`src/rtl/pc_unit_if.sv`:
```
// ---------------------------------------------------------------------------
// pc_unit_if
//   Bundles the redirect/fetch handshake of the program-counter unit.
//   master : resolve/fetch side. Drives redirect_*, fetch_ready, stall and
//            trap_ack, and observes pc, pc_valid, pc_next_seq,
//            misalign_trap, bad_addr and fetch_count.
//   slave  : the pc_unit itself.
// ---------------------------------------------------------------------------
interface pc_if #(
    parameter int XLEN  = 32,
    parameter int CNT_W = 16
);
    logic             fetch_ready;
    logic             stall;
    logic             redirect_valid;
    logic [XLEN-1:0]  redirect_base;
    logic [XLEN-1:0]  redirect_offset;
    logic             redirect_jalr;
    logic             trap_ack;

    logic [XLEN-1:0]  pc;
    logic             pc_valid;
    logic [XLEN-1:0]  pc_next_seq;
    logic             misalign_trap;
    logic [XLEN-1:0]  bad_addr;
    logic [CNT_W-1:0] fetch_count;

    modport master (
        output fetch_ready, stall, redirect_valid, redirect_base,
               redirect_offset, redirect_jalr, trap_ack,
        input  pc, pc_valid, pc_next_seq, misalign_trap, bad_addr, fetch_count
    );

    modport slave (
        input  fetch_ready, stall, redirect_valid, redirect_base,
               redirect_offset, redirect_jalr, trap_ack,
        output pc, pc_valid, pc_next_seq, misalign_trap, bad_addr, fetch_count
    );
endinterface

```
`src/rtl/pc_unit.sv`:
```
// ---------------------------------------------------------------------------
// pc_unit
//   Program counter for the fetch stage. It holds the PC and advances it by
//   one instruction when fetch accepts. It also loads branch/jump targets
//   (base + offset) and catches misaligned targets. A misaligned target
//   either raises a trap or, in mask mode, has its low bits cleared. The
//   unit counts accepted fetches in a saturating counter.
//
// Ports
//   clk, rst      : clock (rising edge) and asynchronous active-high reset
//   bus (slave)   : fetch_ready, stall      - fetch handshake / pipeline hold
//                   redirect_valid/base/offset/jalr - taken branch or jump
//                   trap_ack                - handler accepts a misalign trap
//                   pc, pc_valid            - current fetch address
//                   pc_next_seq             - pc + instruction size (comb)
//                   misalign_trap, bad_addr - pending trap and its target
//                   fetch_count             - saturating accepted-fetch count
// ---------------------------------------------------------------------------
module pc_unit #(
    parameter int              XLEN         = 32,
    parameter int              ALIGN_BITS   = 2,
    parameter logic [XLEN-1:0] RESET_VECTOR = 32'h0000_0000,
    parameter logic [XLEN-1:0] TRAP_VECTOR  = 32'h0000_0100,
    parameter bit              MASK_MODE    = 1'b0,
    parameter int              CNT_W        = 16
) (
    input  logic clk,
    input  logic rst,
    pc_if.slave  bus
);

    // Instruction size in bytes, and the low-bit mask that must be zero
    // for an aligned address.
    localparam logic [XLEN-1:0] STEP     = XLEN'(1) << ALIGN_BITS;
    localparam logic [XLEN-1:0] LOW_MASK = STEP - XLEN'(1);

    typedef enum logic [1:0] {
        BOOT = 2'd0,
        RUN  = 2'd1,
        TRAP = 2'd2
    } state_t;

    state_t           state_q,    state_d;
    logic [XLEN-1:0]  pc_q,       pc_d;
    logic             pc_valid_q, pc_valid_d;
    logic             trap_q,     trap_d;
    logic [XLEN-1:0]  bad_addr_q, bad_addr_d;
    logic [CNT_W-1:0] count_q,    count_d;

    logic [XLEN-1:0]  target_sum;
    logic [XLEN-1:0]  target;
    logic [XLEN-1:0]  pc_seq;
    logic             misaligned;
    logic             accept;

    // -----------------------------------------------------------------------
    // Datapath
    // -----------------------------------------------------------------------
    always_comb begin
        target_sum = bus.redirect_base + bus.redirect_offset;
        // jalr clears bit 0 before the alignment check. This lets a 2-byte
        // aligned machine take an odd rs1+imm without trapping.
        target     = bus.redirect_jalr ? {target_sum[XLEN-1:1], 1'b0} : target_sum;
        misaligned = |(target & LOW_MASK);
        pc_seq     = pc_q + STEP;
        // pc_valid is exactly (state==RUN), so an accepted fetch is a RUN cycle
        // with fetch_ready and no stall. This holds even when a redirect wins
        // the pc update in the same cycle.
        accept     = (state_q == RUN) && bus.fetch_ready && !bus.stall;
    end

    // -----------------------------------------------------------------------
    // Next-state logic
    // -----------------------------------------------------------------------
    always_comb begin
        state_d    = state_q;
        pc_d       = pc_q;
        trap_d     = trap_q;
        bad_addr_d = bad_addr_q;
        count_d    = count_q;

        unique case (state_q)
            BOOT: begin
                state_d = RUN;
            end

            RUN: begin
                // A redirect overrides stall and fetch_ready.
                if (bus.redirect_valid) begin
                    if (!misaligned) begin
                        pc_d = target;
                    end else if (MASK_MODE) begin
                        pc_d = target & ~LOW_MASK;
                    end else begin
                        // pc is frozen. The handler restarts at TRAP_VECTOR.
                        state_d    = TRAP;
                        trap_d     = 1'b1;
                        bad_addr_d = target;
                    end
                end else if (accept) begin
                    pc_d = pc_seq;
                end

                if (accept && !(&count_q)) begin
                    count_d = count_q + CNT_W'(1);
                end
            end

            TRAP: begin
                // bad_addr is kept so the handler can still read it after acking.
                if (bus.trap_ack) begin
                    pc_d    = TRAP_VECTOR;
                    trap_d  = 1'b0;
                    state_d = RUN;
                end
            end

            default: begin
                state_d = BOOT;
            end
        endcase

        pc_valid_d = (state_d == RUN);
    end

    // -----------------------------------------------------------------------
    // State and registered outputs
    // -----------------------------------------------------------------------
    always_ff @(posedge clk or posedge rst) begin
        if (rst) begin
            state_q    <= BOOT;
            pc_q       <= RESET_VECTOR;
            pc_valid_q <= 1'b0;
            trap_q     <= 1'b0;
            bad_addr_q <= '0;
            count_q    <= '0;
        end else begin
            state_q    <= state_d;
            pc_q       <= pc_d;
            pc_valid_q <= pc_valid_d;
            trap_q     <= trap_d;
            bad_addr_q <= bad_addr_d;
            count_q    <= count_d;
        end
    end

    assign bus.pc            = pc_q;
    assign bus.pc_valid      = pc_valid_q;
    assign bus.pc_next_seq   = pc_seq;
    assign bus.misalign_trap = trap_q;
    assign bus.bad_addr      = bad_addr_q;
    assign bus.fetch_count   = count_q;

endmodule

```
`src/flat_wrapper.sv`:
```
// flat-port wrapper written by rule: the top's interface ports become plain ports
module pc_unit_flat 
#(
    parameter int              XLEN         = 32,
    parameter int              ALIGN_BITS   = 2,
    parameter logic [XLEN-1:0] RESET_VECTOR = 32'h0000_0000,
    parameter logic [XLEN-1:0] TRAP_VECTOR  = 32'h0000_0100,
    parameter bit              MASK_MODE    = 1'b0,
    parameter int              CNT_W        = 16
)
  (clk, rst, bus_fetch_ready, bus_stall, bus_redirect_valid, bus_redirect_base, bus_redirect_offset, bus_redirect_jalr, bus_trap_ack, bus_pc, bus_pc_valid, bus_pc_next_seq, bus_misalign_trap, bus_bad_addr, bus_fetch_count);
  pc_if #(.XLEN(XLEN), .CNT_W(CNT_W)) bus_i ();
  input  logic clk;
  input  logic rst;
  input wire logic [$bits(bus_i.fetch_ready)-1:0] bus_fetch_ready;
  input wire logic [$bits(bus_i.stall)-1:0] bus_stall;
  input wire logic [$bits(bus_i.redirect_valid)-1:0] bus_redirect_valid;
  input wire logic [$bits(bus_i.redirect_base)-1:0] bus_redirect_base;
  input wire logic [$bits(bus_i.redirect_offset)-1:0] bus_redirect_offset;
  input wire logic [$bits(bus_i.redirect_jalr)-1:0] bus_redirect_jalr;
  input wire logic [$bits(bus_i.trap_ack)-1:0] bus_trap_ack;
  output wire logic [$bits(bus_i.pc)-1:0] bus_pc;
  output wire logic [$bits(bus_i.pc_valid)-1:0] bus_pc_valid;
  output wire logic [$bits(bus_i.pc_next_seq)-1:0] bus_pc_next_seq;
  output wire logic [$bits(bus_i.misalign_trap)-1:0] bus_misalign_trap;
  output wire logic [$bits(bus_i.bad_addr)-1:0] bus_bad_addr;
  output wire logic [$bits(bus_i.fetch_count)-1:0] bus_fetch_count;
  assign bus_i.fetch_ready = bus_fetch_ready;
  assign bus_i.stall = bus_stall;
  assign bus_i.redirect_valid = bus_redirect_valid;
  assign bus_i.redirect_base = bus_redirect_base;
  assign bus_i.redirect_offset = bus_redirect_offset;
  assign bus_i.redirect_jalr = bus_redirect_jalr;
  assign bus_i.trap_ack = bus_trap_ack;
  assign bus_pc = bus_i.pc;
  assign bus_pc_valid = bus_i.pc_valid;
  assign bus_pc_next_seq = bus_i.pc_next_seq;
  assign bus_misalign_trap = bus_i.misalign_trap;
  assign bus_bad_addr = bus_i.bad_addr;
  assign bus_fetch_count = bus_i.fetch_count;
  pc_unit #(.XLEN(XLEN), .ALIGN_BITS(ALIGN_BITS), .RESET_VECTOR(RESET_VECTOR), .TRAP_VECTOR(TRAP_VECTOR), .MASK_MODE(MASK_MODE), .CNT_W(CNT_W)) u_core (.clk(clk), .rst(rst), .bus(bus_i));
endmodule
```
`config.mk`:
```
export PLATFORM = sky130hd
export DESIGN_NAME = pc_unit_flat
export DESIGN_NICKNAME = d
export VERILOG_FILES = /design/src/rtl/pc_unit_if.sv /design/src/rtl/pc_unit.sv /design/src/flat_wrapper.sv
export SDC_FILE = /design/constraint.sdc
export NUM_CORES = 1
export LEC_CHECK = 0
export ABC_AREA = 1
export BUFFER_PORTS_ARGS = -buffer_cell sky130_fd_sc_hd__buf_2
export CAP_MARGIN = 20
export CORE_AREA = 2 2 142 144
export CTS_CLUSTER_DIAMETER = 30
export DETAILED_ROUTE_END_ITERATION = 7
export DIE_AREA = 0 0 144 146
export HOLD_SLACK_MARGIN = 0.03
export SETUP_SLACK_MARGIN = 0.02
export SLEW_MARGIN = 20
export SYNTH_ARGS = -nofsm -noshare
export SYNTH_HDL_FRONTEND = slang
export SYNTH_SLANG_ARGS = --single-unit
export TNS_END_PERCENT = 50
```
`constraint.sdc`:
```
create_clock -name clk -period 2.4 [get_ports clk]
set_input_delay 0.48 -clock clk [delete_from_list [all_inputs] [get_ports clk]]
set_output_delay 0.48 -clock clk [all_outputs]
set_load 0.005 [all_outputs]
```
---- Word level (Yosys, flattened, before mapping) ----
Index checks and enable logic that the tools add are counted.
Widths: inputs -> output; s select.
cells by class
  $add $sub $neg .......................... 3
  multiply operators ...................... 0
  divide/modulo/power cells ............... 0
  $lt $le $gt $ge ......................... 0
  equality and inequality tests ........... 8
  shift-type cells ........................ 0
  mux-type cells .......................... 14
  bitwise gates (word level) .............. 0
  reduce and logical (&&, ||, !) cells .... 13
operator list
  cell                   number
  $mux 32                4
  $pmux 32 s2            1
  $add 32x3->32 const B  1
  $add 32x32->32         1
  $add 16x1->16 const B  1
  $reduce_and 16->1      1
  $reduce_and 4->1       2
  $mux 2                 3
  $pmux 2 s3             1
  $eq 2x1->1 const B     2
  $mux 1                 4
  $ne 2x2->1 const B     2
  $logic_and 1x1->1      3
  $ne 3x2->1 const B     1
  $ne 3x3->1 const B     1
  $reduce_and 3->1       1
  $eq 2x2->1 const B     1
  $logic_not 1->1        2
  $logic_not 2->1        1
  $ne 2x1->1 const B     1
  $pmux 1 s2             1
  $reduce_and 2->1       1
  $reduce_bool 2->1      1
  $reduce_or 2->1        1
storage, ports and cells
  register bits after elaboration ......... 84
  bits in latches ......................... 0
  RAM bits ................................ 0
  ROM bits ................................ 0
  logic and storage cells ................. 44
  memories ................................ 0

---- Longest topological paths before layout ----
  depth after elaboration ................. 7
  depth in mapped cells ................... 15
  gate-level depth less buffers ........... 15

---- Worst setup path before layout ----
Ideal clock, no wire load.
  path type ............................... input -> register
  start ................................... input port bus_redirect_offset[0]
  end ..................................... register u_core.pc_q[16] (netlist: u_core.bus.pc[16])
  setup time .............................. 0.120 ns
  data arrival time ....................... 2.165 ns
  required time ........................... 2.280 ns
  slack ................................... 0.115 ns
  stages .................................. 14
  path buffers ............................ 1
  cell sequence ........................... ha_1 -> inv_1 -> fa_1 -> nand2_1 -> nand2_1 -> nor2_4 -> inv_2 -> nand2_4 -> nor2_8 -> nand2_4 -> inv_4 -> buf_6 -> a22oi_2 -> nand2_1
between the ends
  cells in the longest elaborated chain, start to end .. 5
ends and longest elaborated chain
  element                            line                text
  start: declaration                 flat_wrapper.sv:19  input wire logic [$bits(bus_i.redirect_offset)-1:0] bus_redirect_offset;
  $add 32x32->32 *                   pc_unit.sv:60       target_sum = bus.redirect_base + bus.redirect_offset;
  $mux 1                             pc_unit.sv:63       target = bus.redirect_jalr ? {target_sum[XLEN-1:1], 1'b0} : target_sum;
  $reduce_or 2->1                    pc_unit.sv:64       misaligned = |(target & LOW_MASK);
  $ne 3x3->1 (no source line)        --
  $reduce_and 4->1 (no source line)  --
  end signal: assignment             pc_unit.sv:139      pc_q <= pc_d;
  end: declaration                   pc_unit.sv:44       logic [XLEN-1:0] pc_q, pc_d;
Mark *: on every way between the ends. The rest lies on a longest branch, timed or not. The select of a mux whose other input is x is not followed.
A chain may end at the register's enable or synchronous reset.

---- Worst setup path in the final report ----
  start ................................... register u_core.pc_q[7] (netlist: u_core.bus.pc[7])
  end ..................................... output port bus_pc_next_seq[24]
between the ends
  cells in the longest elaborated chain, start to end .. 1
ends and longest elaborated chain
  element           line                text
  $add 32x3->32     pc_unit.sv:65       pc_seq = pc_q + STEP;
  end: declaration  flat_wrapper.sv:24  output wire logic [$bits(bus_i.pc_next_seq)-1:0] bus_pc_next_seq;
Every way passes these cells.

==> flow_summary.json <==
{
  "yosys.area_share.simple": 0.341,
  "synth_fa_ha_area_frac": 0.0742,
  "grt_pass1_vias": 6593,
  "wl_per_cell_um": 15.1,
  "critPathKind": "reg2out",
  "synth_area_per_cell_um2": 6.91,
  "final_cells": 1450,
  "grt_pass1_wl_um": 33900,
  "clock.fmax_mhz": 411,
  "powerDensity_nw_per_um2": 992,
  "viasPerCell": 4.80,
  "timing_worst_slew_pin_value_ns": 0.510,
  "postRouteWirelength_um": 21900,
  "antenna_cells": 0,
  "yosysWarnings": 0,
  "pre_cts_ws_ns": -0.0232,
  "cts_made_buffers": 9,
  "track_usage": 0.204,
  "total_power_mw": 8.63,
  "die_area_um2": 21000,
  "yosysUniqueCellTypes": 44,
  "crit_required_ns": 1.92,
  "clock_latency_ns": 0.34,
  "ioPinCount": 185,
  "async_flop_share": 1.00,
  "finClkSkew_ns": 0.00704,
  "synth_area_um2": 6510,
  "maxCapViolCount": 0,
  "whs_ns": 0.211,
  "synth-seq-cells": 84,
  "cts_hold_buf": 0,
  "seq_area_frac_synth": 0.323,
  "utilization": 0.450,
  "p_leak_nw": 4.73,
  "synthXorXnorAreaFrac": 0.0727,
  "clk_path_buf_depth": 2,
  "slew_headroom": 0.660,
  "hold_class": "in2async",
  "start_util": 0.337,
  "fin_crit_sh": 1.01,
  "portBuffers": 184,
  "drv_slew": 0,
  "die_w_um": 144,
  "post_dp_cell_area_um2": 7960,
  "overflow": 0,
  "final.min_clock_period_ns": 2.44,
  "cp-start-kind": "flop",
  "routabilityCongestion": 0.919,
  "clk_pin_slew_ns": 0.07,
  "vdd_drop_max_uv": 456,
  "cts_sinks": 84,
  "violations": "negative setup slack",
  "nNetsFinal": 1289,
  "synth_top_family_by_area": "simple AND/OR/NAND/NOR gates",
  "layout-drive-gt1-share": 0.283,
  "end_kind": "output port",
  "ys.flop_type": "dfrtp_1",
  "synth_compound_area_frac": 0.102,
  "root_buffer": "clkbuf_16",
  "cp_max_fo": 4,
  "dp_cells": 1409,
  "grt_max_degree": 85,
  "die_h_um": 146,
  "dp.final_hpwl_um": 17700,
  "tns_ns": -0.110,
  "status": "complete, but fails checks",
  "areaGrowthSynthToFinish_pct": 33.7,
  "vias": 6955,
  "synth_mux_area_frac": 0,
  "final_area_um2": 8700,
  "setup_viol": 5,
  "final-hold-violation-count": 0,
  "drc": 0,
  "num_rows": 51,
  "drtIter0Drc": 444,
  "synthCells": 942,
  "worst_ep_arrival_time_ns": 1.96,
  "cts_tree": "yes",
  "antenna_left": 0,
  "setup_slack_ns": -0.0356,
  "synth.net_count": 1051,
  "antenna_found_initial": 0,
  "firstDrtPassIters": 6,
  "coreArea_um2": 19300,
  "rsz0062_at_grt": "true",
  "htreeDepth": 3,
  "synth-edff-count": 0
}
-- cell type report --
type / count / area, um^2
multi-input combinational: 713 / 4070
fill: 2016 / 10600
sequential: 84 / 2110
clock buffer: 10 / 239
inverter: 130 / 497
clock inverter: 6 / 71.3
timing repair buffer: 242 / 1380
tap: 265 / 332
-- power breakdown --
part | total (mW) | leakage, nW | internal, mW | switching (mW)
clock network | 1.46 | 0.146 | 0.845 | 0.613
registers | 2.57 | 1.03 | 2.01 | 0.558
logic | 4.61 | 3.55 | 1.92 | 2.68
-- path summary, 6_finish.rpt --
kind / slack [ns] / start / depth (start not counted) / endpoint
max in group asynchronous: 1.72 / rst / 3 / u_core.bus.pc[24]$_DFFE_PP0P_
worst max-delay path: -0.04 / u_core.bus.pc[7]$_DFFE_PP0P_ / 8 / bus_pc_next_seq[24]
worst max register to register: 0.29 / u_core.state_q[1]$_DFF_PP0_ / 11 / u_core.bus.pc[27]$_DFFE_PP0P_
min in group clk: 0.43 / bus_redirect_jalr / 4 / u_core.bus.pc[0]$_DFFE_PP0P_
worst min register to register: 0.47 / u_core.bus.bad_addr[27]$_DFFE_PP0P_ / 2 / u_core.bus.bad_addr[27]$_DFFE_PP0P_
worst min-delay path: 0.21 / rst / 3 / u_core.bus.fetch_count[2]$_DFFE_PP0P_
-- metal layers --
layer / wire length, um / track usage / part of all wire / vias up
met4: 468 / 0.0642 / 0.021 / 0
met5: 0 / 0 / 0 / -
met1: 9970 / 0.285 / 0.46 / 3193
met3: 1280 / 0.0224 / 0.059 / 30
li1: - / - / - / 3496
met2: 10200 / 0.330 / 0.46 / 236
-- layout by cell type, fill, tap and decap left out, types with 4 or more instances in the layout --
cell / synthesis / routed
nand2_2: 3 / 9
nand4_1: 15 / 15
nor3_1: 20 / 15
nor3_4: 0 / 7
o211ai_1: 5 / 5
a22oi_2: 4 / 4
nor2_4: 4 / 9
buf_2: 6 / 184
nor2_2: 3 / 5
ha_1: 37 / 36
buf_4: 2 / 56
inv_1: 124 / 119
o21ai_0: 30 / 30
clkbuf_16: 0 / 9
o22ai_1: 5 / 5
nand3_1: 73 / 72
a22oi_1: 7 / 7
dfrtp_1: 84 / 78
xor2_2: 0 / 6
dfrtp_2: 0 / 6
inv_2: 5 / 8
xnor2_1: 13 / 12
nand2_4: 2 / 4
a21oi_1: 39 / 39
xor2_1: 41 / 34
o21bai_1: 6 / 6
a21o_1: 4 / 4
nand2_1: 292 / 284
nor2_1: 86 / 79
-- state kept, by name, indices dropped and copies added (netlist names) --
signal / flops
u_core.bus.fetch_count: 16
u_core.bus.misalign_trap: 1
u_core.bus.pc: 32
u_core.bus.pc_valid: 1
u_core.bus.bad_addr: 32
u_core.state_q: 2
-- synthesized netlist by cell type, drive strengths merged (2+ instances only) --
library cell,instances,share of area
clkbuf,5,0.0029
ha,37,0.071
o21bai,6,0.0069
o21ai,34,0.027
o211ai,6,0.0077
nor2,94,0.063
a22oi,11,0.016
nand2,297,0.17
dfrtp,84,0.32
nand3b,2,0.0023
a21o,4,0.0046
a21oi,40,0.031
inv,130,0.075
nor3,25,0.023
nand3,76,0.061
buf,10,0.0092
xor2,41,0.055
nand4,15,0.014
xnor2,13,0.018
o22ai,5,0.0048
-- cells by family after synthesis --
logic type,Yosys count
XOR/XNOR,54
AND/OR/NAND/NOR,512
buffers and inverters,145
flip-flops,84
AO/OA/AOI/OAI,109
adder cells (fa/ha/maj),38
-- critical path, stage by stage, from the launching register on --
cell,delay (ns)
dfrtp_1,0.42
nand2_1,0.16
nor2_2,0.18
nand2_4,0.09
nor2_4,0.17
nand3_4,0.14
nor2_4,0.15
xor2_2,0.17
buf_2,0.14
-- what timing repair did --
action	4_1_cts	5_1_grt
setup endpoints to repair	16	21
buffers inserted	13	12
pin swaps	5	11
gates resized for setup	27	31
(Power assumes the default switching activity.)
